File: config.mk
export PLATFORM = sky130hd
export DESIGN_NAME = spi_mult_frame_ctrl
export DESIGN_NICKNAME = d
export VERILOG_FILES = /design/src/rtl/spi_mult_pkg.sv /design/src/rtl/seq_mult_shift_add.sv /design/src/rtl/spi_mult_frame_ctrl.sv
export SDC_FILE = /design/constraint.sdc
export NUM_CORES = 1
export LEC_CHECK = 0
export ABC_AREA = 0
export CAP_MARGIN = 20
export CORE_MARGIN = 2
export CORE_UTILIZATION = 53
export DETAILED_ROUTE_END_ITERATION = 10
export PLACE_DENSITY = 0.72
export SLEW_MARGIN = 20
export SYNTH_ARGS = -nofsm -noshare
export SYNTH_HDL_FRONTEND = slang
export SYNTH_SLANG_ARGS = --single-unit
File: constraint.sdc
create_clock -name clk -period 3 [get_ports clk]
set_clock_uncertainty 0.05 [all_clocks]
set_input_delay 0.3 -clock clk [delete_from_list [all_inputs] [get_ports clk]]
set_output_delay 0.3 -clock clk [all_outputs]
set_load 0.01 [all_outputs]
File: src/rtl/spi_mult_pkg.sv
// Shared types for the SPI multiply frame controller: word width, FSM states, product type.
// No logic, so no latency; carries no flow control.
package spi_mult_pkg;

  localparam int DEFAULT_DATA_WIDTH = 16;

  typedef enum logic [2:0] {
    IDLE,
    GET_B,
    MULT,
    SEND_HI,
    SEND_LO
  } ctrl_state_t;

  typedef logic [2*16-1:0] product_t;

endpackage

File: src/rtl/seq_mult_shift_add.sv
// Unsigned shift-add multiplier, W iterations at one per clk; done pulses when the product is final.
// Latency is W cycles from the start edge. There is no backpressure; a new start aborts and restarts.
module seq_mult_shift_add #(
  parameter int W = 16
) (
  input  logic             clk,
  input  logic             reset,
  input  logic             start,
  input  logic [W-1:0]     a,
  input  logic [W-1:0]     b,
  output logic [2*W-1:0]   product,
  output logic             done
);

  localparam int CW = $clog2(W) + 1;
  localparam logic [CW-1:0] LAST_CNT = CW'(W - 1);

  logic [2*W-1:0] mcand_q, mcand_d;
  logic [W-1:0]   mplier_q, mplier_d;
  logic [2*W-1:0] acc_q, acc_d;
  logic [CW-1:0]  cnt_q, cnt_d;
  logic           run_q, run_d;
  logic           done_q, done_d;

  // The start edge already performs the first iteration, so the product is final W edges after start.
  always_comb begin
    mcand_d  = mcand_q;
    mplier_d = mplier_q;
    acc_d    = acc_q;
    cnt_d    = cnt_q;
    run_d    = run_q;
    done_d   = 1'b0;
    if (start) begin
      mcand_d  = {{W{1'b0}}, a} << 1;
      mplier_d = b >> 1;
      acc_d    = b[0] ? {{W{1'b0}}, a} : '0;
      cnt_d    = LAST_CNT;
      run_d    = 1'b1;
    end else if (run_q) begin
      if (mplier_q[0]) begin
        acc_d = acc_q + mcand_q;
      end
      mcand_d  = mcand_q << 1;
      mplier_d = mplier_q >> 1;
      cnt_d    = cnt_q - CW'(1);
      if (cnt_q == CW'(1)) begin
        run_d  = 1'b0;
        done_d = 1'b1;
      end
    end
  end

  always_ff @(posedge clk or negedge reset) begin
    if (!reset) begin
      mcand_q  <= '0;
      mplier_q <= '0;
      acc_q    <= '0;
      cnt_q    <= '0;
      run_q    <= 1'b0;
      done_q   <= 1'b0;
    end else begin
      mcand_q  <= mcand_d;
      mplier_q <= mplier_d;
      acc_q    <= acc_d;
      cnt_q    <= cnt_d;
      run_q    <= run_d;
      done_q   <= done_d;
    end
  end

  assign product = acc_q;
  assign done    = done_q;

endmodule

File: src/rtl/spi_mult_frame_ctrl.sv
// Collects operands A and B from two SPI frames, multiplies them, returns the product high word then low word.
// High word loads DATA_WIDTH+2 cycles after B; paced by tx_done frames, extra frames during MULT flag err_overrun.
module spi_mult_frame_ctrl
  import spi_mult_pkg::*;
#(
  parameter int DATA_WIDTH = DEFAULT_DATA_WIDTH
) (
  input  logic                  clk,
  input  logic                  reset,
  input  logic [DATA_WIDTH-1:0] rx_word,
  input  logic                  rx_valid,
  input  logic                  tx_done,
  output logic [DATA_WIDTH-1:0] tx_word,
  output logic                  tx_load,
  output logic                  busy,
  output logic                  result_valid,
  output logic                  err_overrun,
  input  logic                  clear_err
);

  localparam int W = DATA_WIDTH;

  ctrl_state_t    state_q, state_d;
  logic [W-1:0]   op_a_q, op_a_d;
  logic [W-1:0]   op_b_q, op_b_d;
  logic           mul_start_q, mul_start_d;
  logic [W-1:0]   tx_word_q, tx_word_d;
  logic           tx_load_q, tx_load_d;
  logic           result_valid_q, result_valid_d;
  logic           err_overrun_q, err_overrun_d;
  logic           busy_q, busy_d;

  logic [2*W-1:0] product;
  logic           mul_done;

  seq_mult_shift_add #(
    .W (W)
  ) u_mult (
    .clk     (clk),
    .reset   (reset),
    .start   (mul_start_q),
    .a       (op_a_q),
    .b       (op_b_q),
    .product (product),
    .done    (mul_done)
  );

  always_comb begin
    state_d        = state_q;
    op_a_d         = op_a_q;
    op_b_d         = op_b_q;
    mul_start_d    = 1'b0;
    tx_word_d      = tx_word_q;
    tx_load_d      = 1'b0;
    result_valid_d = 1'b0;
    err_overrun_d  = err_overrun_q;

    if (clear_err) begin
      err_overrun_d = 1'b0;
    end

    unique case (state_q)
      IDLE: begin
        if (rx_valid) begin
          op_a_d  = rx_word;
          state_d = GET_B;
        end
      end
      GET_B: begin
        if (rx_valid) begin
          op_b_d      = rx_word;
          mul_start_d = 1'b1;
          state_d     = MULT;
        end
      end
      MULT: begin
        // A frame landing here has nowhere to go; it is dropped and flagged, the multiply carries on.
        if (rx_valid) begin
          err_overrun_d = 1'b1;
        end
        if (mul_done) begin
          tx_word_d = product[2*W-1:W];
          tx_load_d = 1'b1;
          state_d   = SEND_HI;
        end
      end
      SEND_HI: begin
        if (tx_done) begin
          tx_word_d = product[W-1:0];
          tx_load_d = 1'b1;
          state_d   = SEND_LO;
        end
      end
      SEND_LO: begin
        if (tx_done) begin
          tx_word_d      = '0;
          result_valid_d = 1'b1;
          state_d        = IDLE;
        end
      end
      default: begin
        state_d = IDLE;
      end
    endcase

    busy_d = (state_d != IDLE);
  end

  always_ff @(posedge clk or negedge reset) begin
    if (!reset) begin
      state_q        <= IDLE;
      op_a_q         <= '0;
      op_b_q         <= '0;
      mul_start_q    <= 1'b0;
      tx_word_q      <= '0;
      tx_load_q      <= 1'b0;
      result_valid_q <= 1'b0;
      err_overrun_q  <= 1'b0;
      busy_q         <= 1'b0;
    end else begin
      state_q        <= state_d;
      op_a_q         <= op_a_d;
      op_b_q         <= op_b_d;
      mul_start_q    <= mul_start_d;
      tx_word_q      <= tx_word_d;
      tx_load_q      <= tx_load_d;
      result_valid_q <= result_valid_d;
      err_overrun_q  <= err_overrun_d;
      busy_q         <= busy_d;
    end
  end

  assign tx_word      = tx_word_q;
  assign tx_load      = tx_load_q;
  assign busy         = busy_q;
  assign result_valid = result_valid_q;
  assign err_overrun  = err_overrun_q;

  a_result_idle : assert property (@(posedge clk) disable iff (!reset) result_valid_q |-> !busy_q);
  a_done_in_mult : assert property (@(posedge clk) disable iff (!reset) mul_done |-> state_q == MULT);

endmodule
**Word-level counts from Yosys, hierarchy flattened**

Cells that the tools add are included.

- Register bits after elaboration: 143
- Bits of input ports: 21
- Output and inout bits: 20
- Word-level logic and storage cells: 69

- $add $sub $neg: 2
- Equality and inequality tests: 8
- Muxes and demuxes: 35
- Reductions and logical operators: 9

Operator list:

| cell | number |
|---|---|
| 2-to-1 mux 32 bit | 5 |
| 2-to-1 mux 16 bit | 6 |
| one-hot mux 16 bit (3 select lines) | 1 |
| adder 32 bit | 1 |
| 2-to-1 mux 3 bit | 5 |
| one-hot mux 3 bit (5 select lines) | 1 |
| 2-to-1 mux 1 bit | 14 |
| 2-to-1 mux 5 bit | 2 |
| == test 3 x 2 -> 1 bit (second input constant) | 2 |
| AND reduction 2 bit | 3 |
| nonzero test 3 bit | 2 |
| == test 5 x 1 -> 1 bit (second input constant) | 1 |
| subtractor 5 x 1 -> 5 bit (second input constant) | 1 |
| inequality test 2 bit (second input constant) | 2 |
| AND reduction 4 bit | 1 |
| nonzero test 2 bit | 2 |
| == test 3 x 1 -> 1 bit (second input constant) | 1 |
| == test 3 bit (second input constant) | 1 |
| logical NOT 3 bit | 1 |
| inequality test 2 x 1 -> 1 bit (second input constant) | 1 |
| one-hot mux 1 bit (2 select lines) | 1 |

**Depth between registers and ports, before layout**

Gate-level depths: netlist of run 1.

- Depth in word-level cells: 4
- Gate-level depth with buffers: 11
- Gate-level depth less buffers: 11

**By module**

Synthesis of run 1 repeated with hierarchy kept, for this count alone.

- Cell total of the unflattened synthesis: 808
- Area, all modules: 7,968.9 µm²

By module, submodules not included:

| module | times used | cells an instance | area each (µm²) | seq. area each (µm²) |
|---|---|---|---|---|
| seq_mult_shift_add | 1 | 597 | 5,333.9 | 2,127.0 |
| spi_mult_frame_ctrl | 1 | 211 | 2,635.0 | 1,401.3 |

**Worst setup path before layout of run 1**

Ideal clock, no wire load.

- Kind: reg-to-reg
- Start point: register u_mult.acc_q[1] (netlist: u_mult.product[1])
- End point: register u_mult.acc_q[31] (netlist: u_mult.product[31])
- Setup time: 0.128 ns
- Data arrival time: 2.520 ns
- Data required time: 2.822 ns
- Path slack: 0.303 ns
- Stages on the path, launching flop included: 12
- Buffers on the path: 0
- Clock period less this slack: 2.697 ns
- Cell sequence: dfrtp_1 ha_1 inv_1 fa_1 nor2b_1 o31a_1 o21ai_2 a2111oi_1 or2_4 a221oi_2 mux2i_1 mux2_1

- Word-level cells in the longest chain between the ends: 4

Ends and longest elaborated chain:

| item | line | source |
|---|---|---|
| from (decl) | seq_mult_shift_add.sv:20 | `logic [2*W-1:0] acc_q, acc_d;` |
| from (signal assigned) | seq_mult_shift_add.sv:57 | `acc_q <= '0;` |
| from (signal assigned) | seq_mult_shift_add.sv:64 | `acc_q <= acc_d;` |
| adder 32 bit | seq_mult_shift_add.sv:41 | `acc_d = acc_q + mcand_q;` |
| 2-to-1 mux 32 bit | seq_mult_shift_add.sv:40 | `if (mplier_q[0]) begin` |
| 2-to-1 mux 32 bit | seq_mult_shift_add.sv:39 | `end else if (run_q) begin` |
| 2-to-1 mux 32 bit | seq_mult_shift_add.sv:33 | `if (start) begin` |

No other way between the ends. The select of a mux whose other input is x is not followed.
A chain may end at the register's enable or synchronous reset.

**Worst setup path in the final report of run 1**

Same ends and word-level chain as after synthesis.

==> impl_metrics.toml, run 1 <==
[pwr]
power.leakage_uw = 0.00417
irDropWorstVdd_v = 0.000533
power_density_mw_per_mm2 = 1130

[timing]
hold_viol = 0
worstMarginPinSlew_ns = 0.755
fin_setup_tns_ns = 0
period_needed_ns = 2.85
fin_crit_sh_pct = 95.1
slew_headroom_pct = 49.7
fin_ws_ns = 0.148
rsz0062_at_grt = "no"
setup_viol = 0
slew_violations = 0
max_freq_mhz = 351

[die]
initial_core_util_pct = 54.2
num_rows = 43
fp.dieW_um = 123
core_area_mm2 = 0.0139
io_pins = 41
die_y_um = 123
die-area_mm2 = 0.0152

[yosys]
syn-num-nets = 818
syn_area_per_cell_um2 = 9.85
yosysWarnings = 0
netlist_area_mm2 = 0.00753
ys_ff_latch = 141
synthCells = 764
synth_edf_count = 0
ys_types = 59
synthFlopType = "dfrtp_1"
ys_seq_area_share_pct = 46.9
synthArstFlopShare_pct = 100

[global_routing]
grt_max_degree = 64
grt_pass1_vias = 5945
grt_first_pass_wirelength_mm = 30.9
overflow = 0
antenna_found_initial = 0
grtUsageTotal_pct = 26.8

[finish]
drive_gt1_share_pct = 12.1
diodes = 0
final_nets = 857
area_growth_pct = 17.4
final_common_cell = "dfrtp_1"
final_cell_mix = "139 x dfrtp_1, 93 x nand2_1, 86 x o21ai_0"

[clock_tree]
cts_buffer_depth = 2
path_clk_slew_ns = 0.06
clock_latency_ns = 0.42
cts_tree = "built"
numCtsBuffers = 17
root_buffer = "clkbuf_16"
h-tree-depth = 4
cts_sinks = 141

[critical_path]
crit_type = "reg -> reg"
cp-start-kind = "flip-flop"
cp.required_ns = 3.25
cp_data_arrival_time_ns = 3.11
crit_path_max_fanout = 3
endpoint_kind = "flip-flop"

[run_status]
run_status = "complete, no violations"

[detailed_routing]
vias = 5955
wire_per_inst_um = 18.8
via_per_inst = 5.98
dr.pass1.iters = 5
drtIter0Drc = 472
ant_nets = 0
drc = 0
wl_mm = 18.7

[placed_design]
place_ws_ns = 0.0728
dpl.hpwl_mm = 13.2
gp_congestion = 0.911
port_buffers = 40

[hold_path]
hold_class = "in -> async"

[run]
drv_cap = 0
[stage by stage]
step	cells	cell area, µm²	util (%)	hold WS (ns)	power [µW]
after floorplan	764	7530	-	-0.0456	6300
after global placement	962	8180	59.0	0.266	7530
after detailed placement	962	8180	59.0	0.270	7680
after CTS	995	8820	63.5	0.383	9970
after global routing	996	8840	63.7	0.435	10700
final	996	8840	63.7	0.383	9980
[synth_stat cells (2+ instances only)]
cell,number,share of area [%]
mux2i_1,49,6.5
nor3_1,7,0.47
clkbuf_1,40,2.0
o211ai_1,3,0.30
a21o_1,12,1.2
nor4b_1,3,0.35
a31oi_1,4,0.33
a211oi_1,5,0.50
buf_1,3,0.15
o21a_1,6,0.60
xor2_1,10,1.2
nor3b_1,3,0.30
or3_1,3,0.25
inv_1,14,0.70
a22oi_1,17,1.7
mux2_2,32,4.8
and2_1,3,0.25
a211o_1,2,0.23
nand2_1,93,4.6
nand2b_1,12,1.0
a311oi_1,2,0.23
o21bai_1,2,0.20
a21oi_1,48,3.2
ha_1,32,5.3
and3_1,7,0.58
nand4_1,3,0.25
a221oi_1,2,0.23
a2111o_1,2,0.30
nand3_1,18,1.2
nor4_2,2,0.33
dfrtp_1,141,47
nor2_1,44,2.2
nand3b_1,4,0.40
o21ai_1,3,0.20
nor2b_1,7,0.58
xnor2_1,17,2.0
o21ai_0,87,5.8
[state kept, by name, indices dropped and copies added (netlist names), 3 cells and up]
signal and flops:
u_mult.mplier_q 15, u_mult.mcand_q 31, op_a_q 16, tx_word 16
u_mult.cnt_q 5, u_mult.product 32, state_q 3, op_b_q 16
[metal layers]
layer	routed length, µm	global-route usage, %	part of all wire, %
met4	278	8.88	1.5
met3	1060	4.84	5.7
met1	8570	37.0	46
met5	0	0	0
met2	8800	42.9	47
[critical path, stage by stage (launching register included)]
cell and delay (ns):
dfrtp_1 0.41, ha_2 0.21, inv_1 0.07, fa_2 0.20
nor2b_1 0.06, o31a_1 0.28, o21ai_2 0.17, a2111oi_2 0.09
buf_4 0.15, or2_4 0.25, a221oi_2 0.23, mux2i_1 0.24
mux2_1 0.34
[path summary, 6_finish.rpt]
check	startpoint	to	slack (ns)	cells after the start
min	reset	u_mult.cnt_q[2]	0.38	2
max in group asynchronous	reset	u_mult.mcand_q[24]	1.73	3
min reg2reg	op_b_q[11]	u_mult.mplier_q[10]	0.43	2
min in group clk	clear_err	err_overrun	0.42	2
max	u_mult.product[1]	u_mult.product[31]	0.15	12
max reg2reg	u_mult.product[1]	u_mult.product[31]	0.15	12
[cell type report]
cell class              instances  area, µm²
well taps                     180        225
fillers                      1089       5040
multi-input cells             564       3800
flip-flops and latches        141       3530
clock inverters                10        163
inverters                      14       52.6
repair buffers                 65        604
clock buffers                  22        464
[kinds of logic after synthesis]
group,Yosys count,share of synthesized area [%]
simple gates,216,13.6
compound gates,206,16.3
flops,141,46.9
mux,82,11.5
buf+inv,59,3.06
fa+ha+maj,33,5.59
xor+xnor,27,3.14
[where the power goes]
group / switching, µW / internal, µW
sequential: 800 / 2720
clock: 794 / 1440
combinational: 2340 / 1890
total: 3930 / 6040
[repair_timing]
item,CTS,global route
gates resized for setup,0,4
setup endpoints to repair,0,2
buffers inserted,0,1
hold buffers,1,0
hold endpoints to repair,61,0
Power figures use the tool's default switching activity.
==> run 2, diff against run 1 <==
--- a/config.mk
+++ b/config.mk
@@ -11,7 +11,6 @@
 export CORE_UTILIZATION = 53
 export DETAILED_ROUTE_END_ITERATION = 10
 export PLACE_DENSITY = 0.72
-export SLEW_MARGIN = 20
 export SYNTH_ARGS = -nofsm -noshare
 export SYNTH_HDL_FRONTEND = slang
 export SYNTH_SLANG_ARGS = --single-unit
==> results of run 2 <==
The final DEF is identical to that of run 1; final timing and power are the same.
